**src/rtl/lsu_if.sv**
```systemverilog
// lsu_if: request, response and data-memory signals of the load/store sequencer.
//   req_*  : execute stage -> LSU request handshake (valid/ready)
//   resp_* : LSU -> consumer response handshake (valid/ready)
//   mem_*  : LSU <-> data memory (strobes, address, MemOp, data)
// Modports:
//   slave  : the LSU side (lsu_ctrl)
//   master : the environment side (execute stage, consumer and data memory)
interface lsu_if;
    logic        req_valid;
    logic        req_ready;
    logic [31:0] req_addr;
    logic        req_wr;
    logic [2:0]  req_op;
    logic [31:0] req_wdata;

    logic        resp_valid;
    logic        resp_ready;
    logic [31:0] resp_rdata;
    logic        resp_err;

    logic [31:0] mem_addr;
    logic [2:0]  mem_op;
    logic [31:0] mem_wdata;
    logic        mem_rd_stb;
    logic        mem_wr_stb;
    logic [31:0] mem_rdata;

    modport slave (
        input  req_valid, req_addr, req_wr, req_op, req_wdata,
        input  resp_ready, mem_rdata,
        output req_ready, resp_valid, resp_rdata, resp_err,
        output mem_addr, mem_op, mem_wdata, mem_rd_stb, mem_wr_stb
    );

    modport master (
        output req_valid, req_addr, req_wr, req_op, req_wdata,
        output resp_ready, mem_rdata,
        input  req_ready, resp_valid, resp_rdata, resp_err,
        input  mem_addr, mem_op, mem_wdata, mem_rd_stb, mem_wr_stb
    );
endinterface

```
**src/rtl/lsu_ctrl.sv**
```systemverilog
// lsu_ctrl: load/store sequencer between the execute stage and the data memory.
// Takes one request at a time, rejects misaligned/illegal accesses without
// touching memory, otherwise issues a single one-cycle read or write strobe,
// waits RD_LATENCY cycles for load data and returns a response held until
// the consumer accepts it.
// Ports:
//   clk    : clock, all state on posedge
//   rst_n  : asynchronous active-low reset
//   bus    : lsu_if.slave (request, response and data-memory signals)
//   busy   : high whenever the sequencer is not idle
// Parameters:
//   RD_LATENCY : cycles from the read-strobe cycle to valid mem_rdata (1..15)
//
// state    | meaning
// ---------+-----------------------------------------------------------
// IDLE     | waiting for a request, req_ready high
// WR_ISSUE | mem_wr_stb high for this single cycle
// RD_ISSUE | mem_rd_stb high for this single cycle, latency counter loads
// RD_WAIT  | counting down the read latency, captures mem_rdata at count 1
// RESP     | resp_valid high, result held until resp_ready
//
// All outputs are registered, so req_ready is low in the very first cycle
// after reset and rises one cycle later; between transactions it rises on
// the same edge that completes the response handshake.
module lsu_ctrl #(
    parameter int unsigned RD_LATENCY = 1
) (
    input  logic  clk,
    input  logic  rst_n,
    lsu_if.slave  bus,
    output logic  busy
);
    localparam int unsigned CNT_W = $clog2(RD_LATENCY + 1);

    typedef enum logic [2:0] {
        IDLE     = 3'd0,
        WR_ISSUE = 3'd1,
        RD_ISSUE = 3'd2,
        RD_WAIT  = 3'd3,
        RESP     = 3'd4
    } state_t;

    state_t             state_q;
    logic [CNT_W-1:0]   cnt_q;
    logic               req_ready_q;
    logic               resp_valid_q;
    logic [31:0]        resp_rdata_q;
    logic               resp_err_q;
    logic [31:0]        mem_addr_q;
    logic [2:0]         mem_op_q;
    logic [31:0]        mem_wdata_q;
    logic               mem_rd_stb_q;
    logic               mem_wr_stb_q;
    logic               busy_q;
    logic               req_err_d;

    // Illegal MemOp encodings, stores of unsigned-load ops, and alignment.
    // A halfword only crosses a word boundary at offset 3.
    always_comb begin
        req_err_d = 1'b1;
        case (bus.req_op)
            3'b000:  req_err_d = 1'b0;
            3'b001:  req_err_d = (bus.req_addr[1:0] == 2'b11);
            3'b010:  req_err_d = (bus.req_addr[1:0] != 2'b00);
            3'b100:  req_err_d = bus.req_wr;
            3'b101:  req_err_d = bus.req_wr || (bus.req_addr[1:0] == 2'b11);
            default: req_err_d = 1'b1;
        endcase
    end

    always_ff @(posedge clk or negedge rst_n) begin
        if (!rst_n) begin
            state_q      <= IDLE;
            cnt_q        <= '0;
            req_ready_q  <= 1'b0;
            resp_valid_q <= 1'b0;
            resp_rdata_q <= '0;
            resp_err_q   <= 1'b0;
            mem_addr_q   <= '0;
            mem_op_q     <= '0;
            mem_wdata_q  <= '0;
            mem_rd_stb_q <= 1'b0;
            mem_wr_stb_q <= 1'b0;
            busy_q       <= 1'b0;
        end else begin
            // Strobes are single-cycle pulses by construction.
            mem_rd_stb_q <= 1'b0;
            mem_wr_stb_q <= 1'b0;
            case (state_q)
                IDLE: begin
                    req_ready_q <= 1'b1;
                    if (bus.req_valid && req_ready_q) begin
                        mem_addr_q  <= bus.req_addr;
                        mem_op_q    <= bus.req_op;
                        mem_wdata_q <= bus.req_wdata;
                        req_ready_q <= 1'b0;
                        busy_q      <= 1'b1;
                        if (req_err_d) begin
                            resp_valid_q <= 1'b1;
                            resp_err_q   <= 1'b1;
                            resp_rdata_q <= '0;
                            state_q      <= RESP;
                        end else if (bus.req_wr) begin
                            mem_wr_stb_q <= 1'b1;
                            state_q      <= WR_ISSUE;
                        end else begin
                            mem_rd_stb_q <= 1'b1;
                            state_q      <= RD_ISSUE;
                        end
                    end
                end
                WR_ISSUE: begin
                    resp_valid_q <= 1'b1;
                    resp_err_q   <= 1'b0;
                    resp_rdata_q <= '0;
                    state_q      <= RESP;
                end
                RD_ISSUE: begin
                    cnt_q   <= CNT_W'(RD_LATENCY);
                    state_q <= RD_WAIT;
                end
                RD_WAIT: begin
                    cnt_q <= cnt_q - CNT_W'(1);
                    if (cnt_q == CNT_W'(1)) begin
                        resp_valid_q <= 1'b1;
                        resp_err_q   <= 1'b0;
                        resp_rdata_q <= bus.mem_rdata;
                        state_q      <= RESP;
                    end
                end
                RESP: begin
                    if (bus.resp_ready) begin
                        resp_valid_q <= 1'b0;
                        busy_q       <= 1'b0;
                        req_ready_q  <= 1'b1;
                        state_q      <= IDLE;
                    end
                end
                default: begin
                    resp_valid_q <= 1'b0;
                    busy_q       <= 1'b0;
                    req_ready_q  <= 1'b0;
                    state_q      <= IDLE;
                end
            endcase
        end
    end

    assign bus.req_ready  = req_ready_q;
    assign bus.resp_valid = resp_valid_q;
    assign bus.resp_rdata = resp_rdata_q;
    assign bus.resp_err   = resp_err_q;
    assign bus.mem_addr   = mem_addr_q;
    assign bus.mem_op     = mem_op_q;
    assign bus.mem_wdata  = mem_wdata_q;
    assign bus.mem_rd_stb = mem_rd_stb_q;
    assign bus.mem_wr_stb = mem_wr_stb_q;
    assign busy           = busy_q;
endmodule

```
**src/flat_wrapper.sv**
```systemverilog
// flat-port wrapper written by rule: the top's interface ports become plain ports
module lsu_ctrl_flat 
#(
    parameter int unsigned RD_LATENCY = 1
)
  (clk, rst_n, busy, bus_req_valid, bus_req_addr, bus_req_wr, bus_req_op, bus_req_wdata, bus_resp_ready, bus_mem_rdata, bus_req_ready, bus_resp_valid, bus_resp_rdata, bus_resp_err, bus_mem_addr, bus_mem_op, bus_mem_wdata, bus_mem_rd_stb, bus_mem_wr_stb);
  lsu_if bus_i ();
  input  logic clk;
  input  logic rst_n;
  output logic busy;
  input wire logic [$bits(bus_i.req_valid)-1:0] bus_req_valid;
  input wire logic [$bits(bus_i.req_addr)-1:0] bus_req_addr;
  input wire logic [$bits(bus_i.req_wr)-1:0] bus_req_wr;
  input wire logic [$bits(bus_i.req_op)-1:0] bus_req_op;
  input wire logic [$bits(bus_i.req_wdata)-1:0] bus_req_wdata;
  input wire logic [$bits(bus_i.resp_ready)-1:0] bus_resp_ready;
  input wire logic [$bits(bus_i.mem_rdata)-1:0] bus_mem_rdata;
  output wire logic [$bits(bus_i.req_ready)-1:0] bus_req_ready;
  output wire logic [$bits(bus_i.resp_valid)-1:0] bus_resp_valid;
  output wire logic [$bits(bus_i.resp_rdata)-1:0] bus_resp_rdata;
  output wire logic [$bits(bus_i.resp_err)-1:0] bus_resp_err;
  output wire logic [$bits(bus_i.mem_addr)-1:0] bus_mem_addr;
  output wire logic [$bits(bus_i.mem_op)-1:0] bus_mem_op;
  output wire logic [$bits(bus_i.mem_wdata)-1:0] bus_mem_wdata;
  output wire logic [$bits(bus_i.mem_rd_stb)-1:0] bus_mem_rd_stb;
  output wire logic [$bits(bus_i.mem_wr_stb)-1:0] bus_mem_wr_stb;
  assign bus_i.req_valid = bus_req_valid;
  assign bus_i.req_addr = bus_req_addr;
  assign bus_i.req_wr = bus_req_wr;
  assign bus_i.req_op = bus_req_op;
  assign bus_i.req_wdata = bus_req_wdata;
  assign bus_i.resp_ready = bus_resp_ready;
  assign bus_i.mem_rdata = bus_mem_rdata;
  assign bus_req_ready = bus_i.req_ready;
  assign bus_resp_valid = bus_i.resp_valid;
  assign bus_resp_rdata = bus_i.resp_rdata;
  assign bus_resp_err = bus_i.resp_err;
  assign bus_mem_addr = bus_i.mem_addr;
  assign bus_mem_op = bus_i.mem_op;
  assign bus_mem_wdata = bus_i.mem_wdata;
  assign bus_mem_rd_stb = bus_i.mem_rd_stb;
  assign bus_mem_wr_stb = bus_i.mem_wr_stb;
  lsu_ctrl #(.RD_LATENCY(RD_LATENCY)) u_core (.clk(clk), .rst_n(rst_n), .bus(bus_i), .busy(busy));
endmodule
```
**config.mk**
```make
export PLATFORM = sky130hd
export DESIGN_NAME = lsu_ctrl_flat
export DESIGN_NICKNAME = d
export VERILOG_FILES = /design/src/rtl/lsu_if.sv /design/src/rtl/lsu_ctrl.sv /design/src/flat_wrapper.sv
export SDC_FILE = /design/constraint.sdc
export NUM_CORES = 1
export LEC_CHECK = 0
export ABC_AREA = 1
export BUFFER_PORTS_ARGS = -buffer_cell sky130_fd_sc_hd__buf_4
export CORE_ASPECT_RATIO = 0.5
export CORE_UTILIZATION = 42
export CTS_CLUSTER_DIAMETER = 40
export DETAILED_ROUTE_END_ITERATION = 8
export PLACE_DENSITY = 0.79
export SYNTH_ARGS = -nofsm -noshare
export SYNTH_HDL_FRONTEND = slang
export SYNTH_SLANG_ARGS = --single-unit
```
**constraint.sdc**
```tcl
create_clock -name clk -period 1.55 [get_ports clk]
set_clock_uncertainty 0.05 [all_clocks]
set_input_delay 0.2325 -clock clk [delete_from_list [all_inputs] [get_ports clk]]
set_output_delay 0.2325 -clock clk [all_outputs]
set_load 0.02 [all_outputs]
```
==> out/qor.txt <==
post-synthesis sequential area ratio: 59.08%
RSZ-0062 raised after global routing: yes
IO Pins: 209
Worst VDD drop: 0.7340 mV
Synth Instances: 522
hold slack: 0.08024 ns
Max-Cap Viols: 0
via count: 4,155
Post-DRT Antenna Nets: 0
clk buf depth: 2
Leak: 0.003897 uW
CTS Root Cell: clkbuf_16
fin. max-slew vios: 0
Syn-to-layout area delta: 49.76%
synth top area cells: dfrtp_1 (59%), nand2_1 (15%), inv_1 (6.0%)
Hold Vio Cnt, Final: 0
all-layer global routing usage: 21.01%
pre-CTS WS: 0.02941 ns
Max Freq: 646.4 MHz
clock sink count: 109
Avg Cell Area, Syn: 8.845 um2
initial antenna violation count: 0
crit path launch type: flop
1st-pass router iterations: 4
IO Port Bufs: 208
Post-Synthesis Cell Area: 4617 um2
worst slew pin tran: 0.3428 ns
core area: 10,440 um2
final worst-path cycle share: 99.81%
Synth area leader: dfrtp_1
later-pin clock latency in the skew report: 0.34 ns
grt ovf: 0
top-area cell type share of the netlist area: 59.08%
clock edge transition at the registers on the reported setup and hold paths: 0.07 ns
Crit Path Category: flop to flop
Final HPWL DP: 8.524 mm
row cnt: 26
GP Congestion: 0.8239
Vert. Die Dim: 76.14 um
Initial DRC Count: 172
Final WS setup: 0.002991 ns
DR DRC count: 0
final worst path period need: 1.547 ns
Final Setup Violations: 0
number of global-route vias before repair: 3,928
die span in x: 150.3 um
fin util: 66.21%
die area: 11,440 um2
routed vias/inst: 4.684
worst-path fanout max: 20
HP Class: input port to flop
#FFs+latches synth: 109
TritonCTS clock tree: built
final cell count without fillers: 887
maximum number of pins on one net before global-route repair: 46
Post-Syn Nets: 626
fin nets: 847
crit path DAT: 1.72 ns
total power: 12,340 uW
Antenna Cells: 0
yosys warns: 0
cts bufs inserted: 9
total wire length: 12.27 mm
Yosys cell types: 21
wire length per cell: 13.83 um
layout cells sized above 1: 36.01%
slew margin rel.: 76.91%
WP data required: 1.73 ns
outcome: finished clean
Placed Cells: 861
Critical Path End Type: flop
first-pass GRT wire length: 18.85 mm
H-tree Lvls: 3
initial core utilization: 44.21%
fill count: 847
power per cell area: 1785 nW/um2
final cells by class:
type	instances	area, um2	area share (%)
sequential	109	2728	39.45
clock inverter	1	5.005	0.07239
timing repair buffer	236	1964	28.41
tap	140	175.2	2.533
clock buffer	14	274.0	3.963
multi-input combinational	312	1486	21.50
inverter	75	281.5	4.072
path summary, 6_finish.rpt:
check                                              start                         to  slack (ns)  cells after the start
worst max-delay path                   u_core.state_q[1]   u_core.bus.mem_wdata[20]       0.003                      8
worst min-delay path                     bus_req_addr[2]     u_core.bus.mem_addr[2]        0.08                      3
worst max register to register         u_core.state_q[1]   u_core.bus.mem_wdata[20]       0.003                      8
worst min register to register  u_core.bus.resp_rdata[3]   u_core.bus.resp_rdata[3]        0.42                      2
max in group asynchronous                          rst_n          u_core.state_q[0]        0.61                      3
min in group asynchronous                          rst_n  u_core.bus.resp_rdata[16]        0.29                      2
through the flow:
step / cell area (um2) / TNS (ns)
floorplan: 4617 / 0
global placement: 6419 / 0
detailed placement: 6419 / 0
CTS: 6708 / 0
global route: 6914 / -3.447
finish: 6914 / 0
report_power, final:
group / switching, uW / leakage (uW) / total (uW) / internal [uW]
combinational: 3300 / 0.00235 / 5860 / 2560
clock: 975 / 0.000139 / 2190 / 1210
sequential: 528 / 0.00141 / 4290 / 3760
Yosys cell counts:
master / n
buf_6: 7
nand4_1: 2
nand3_2: 2
nor2_4: 2
inv_1: 74
buf_2: 1
a21oi_1: 2
inv_2: 1
nor2_1: 5
clkbuf_1: 13
nor2_2: 1
nand2_4: 1
nand3b_1: 32
nand2_2: 1
nand2_1: 186
o21ai_0: 37
buf_4: 5
dfrtp_1: 109
or2_2: 1
nand3_1: 7
o21ai_1: 33
critical path: stages (launching register included):
cell and delay, ns:
dfrtp_1 0.44, inv_2 0.10, nand2_4 0.06, nor2_4 0.20, nand3_4 0.10, buf_12 0.17, buf_12 0.15, nand2_1 0.09
o21ai_2 0.06
logic make-up after synthesis:
group           share of synthesized area, %
simple gates                           23.33
flops                                  59.08
buf+inv                                9.783
compound gates                         7.805
registers in the layout, summed over array words and instances, names as in the netlist, 3 cells and up:
name and cells:
u_core.bus.mem_addr 32, u_core.bus.mem_wdata 32, u_core.bus.resp_rdata 32, u_core.bus.mem_op 3, u_core.state_q 3
what timing repair did:
item	CTS	global route
resized for setup	0	34
setup buffers	0	5
hold endpoints to repair	21	0
hold buffers	1	0
setup endpoints to repair	0	76
routing by layer:
metal | up-vias | part of all wire, % | track usage [%] | wire (um)
met4 | 0 | 3.3 | 9.394 | 403
met2 | 121 | 52 | 37.00 | 6371
met5 | - | 0 | 0 | 0
li1 | 2046 | - | - | -
met1 | 1957 | 41 | 24.39 | 5012
met3 | 31 | 3.9 | 4.731 | 483
cell usage in the layout, fill, tap and decap left out:
cell | netlist | final
buf_4 | 5 | 220
nand2_1 | 186 | 179
dfrtp_1 | 109 | 109
inv_1 | 74 | 72
o21ai_1 | 33 | 51
nand3b_1 | 32 | 32
o21ai_0 | 37 | 18
clkbuf_16 | 0 | 13
buf_12 | 0 | 9
nand2_2 | 1 | 7
nand3_1 | 7 | 6
nor2_1 | 5 | 4
inv_2 | 1 | 3
clkbuf_8 | 0 | 3
nand2_4 | 1 | 2
nor2_4 | 2 | 2
nand4_1 | 2 | 2
nand3_4 | 0 | 2
nor2_2 | 1 | 2
a21oi_1 | 2 | 2
clkbuf_1 | 13 | 2
buf_6 | 7 | 2
nand3_2 | 2 | 1
or2_2 | 1 | 1
o21ai_2 | 0 | 1
clkinv_2 | 0 | 1
dlygate4sd3_1 | 0 | 1
Note: power is estimated with default switching activity, not from simulation.
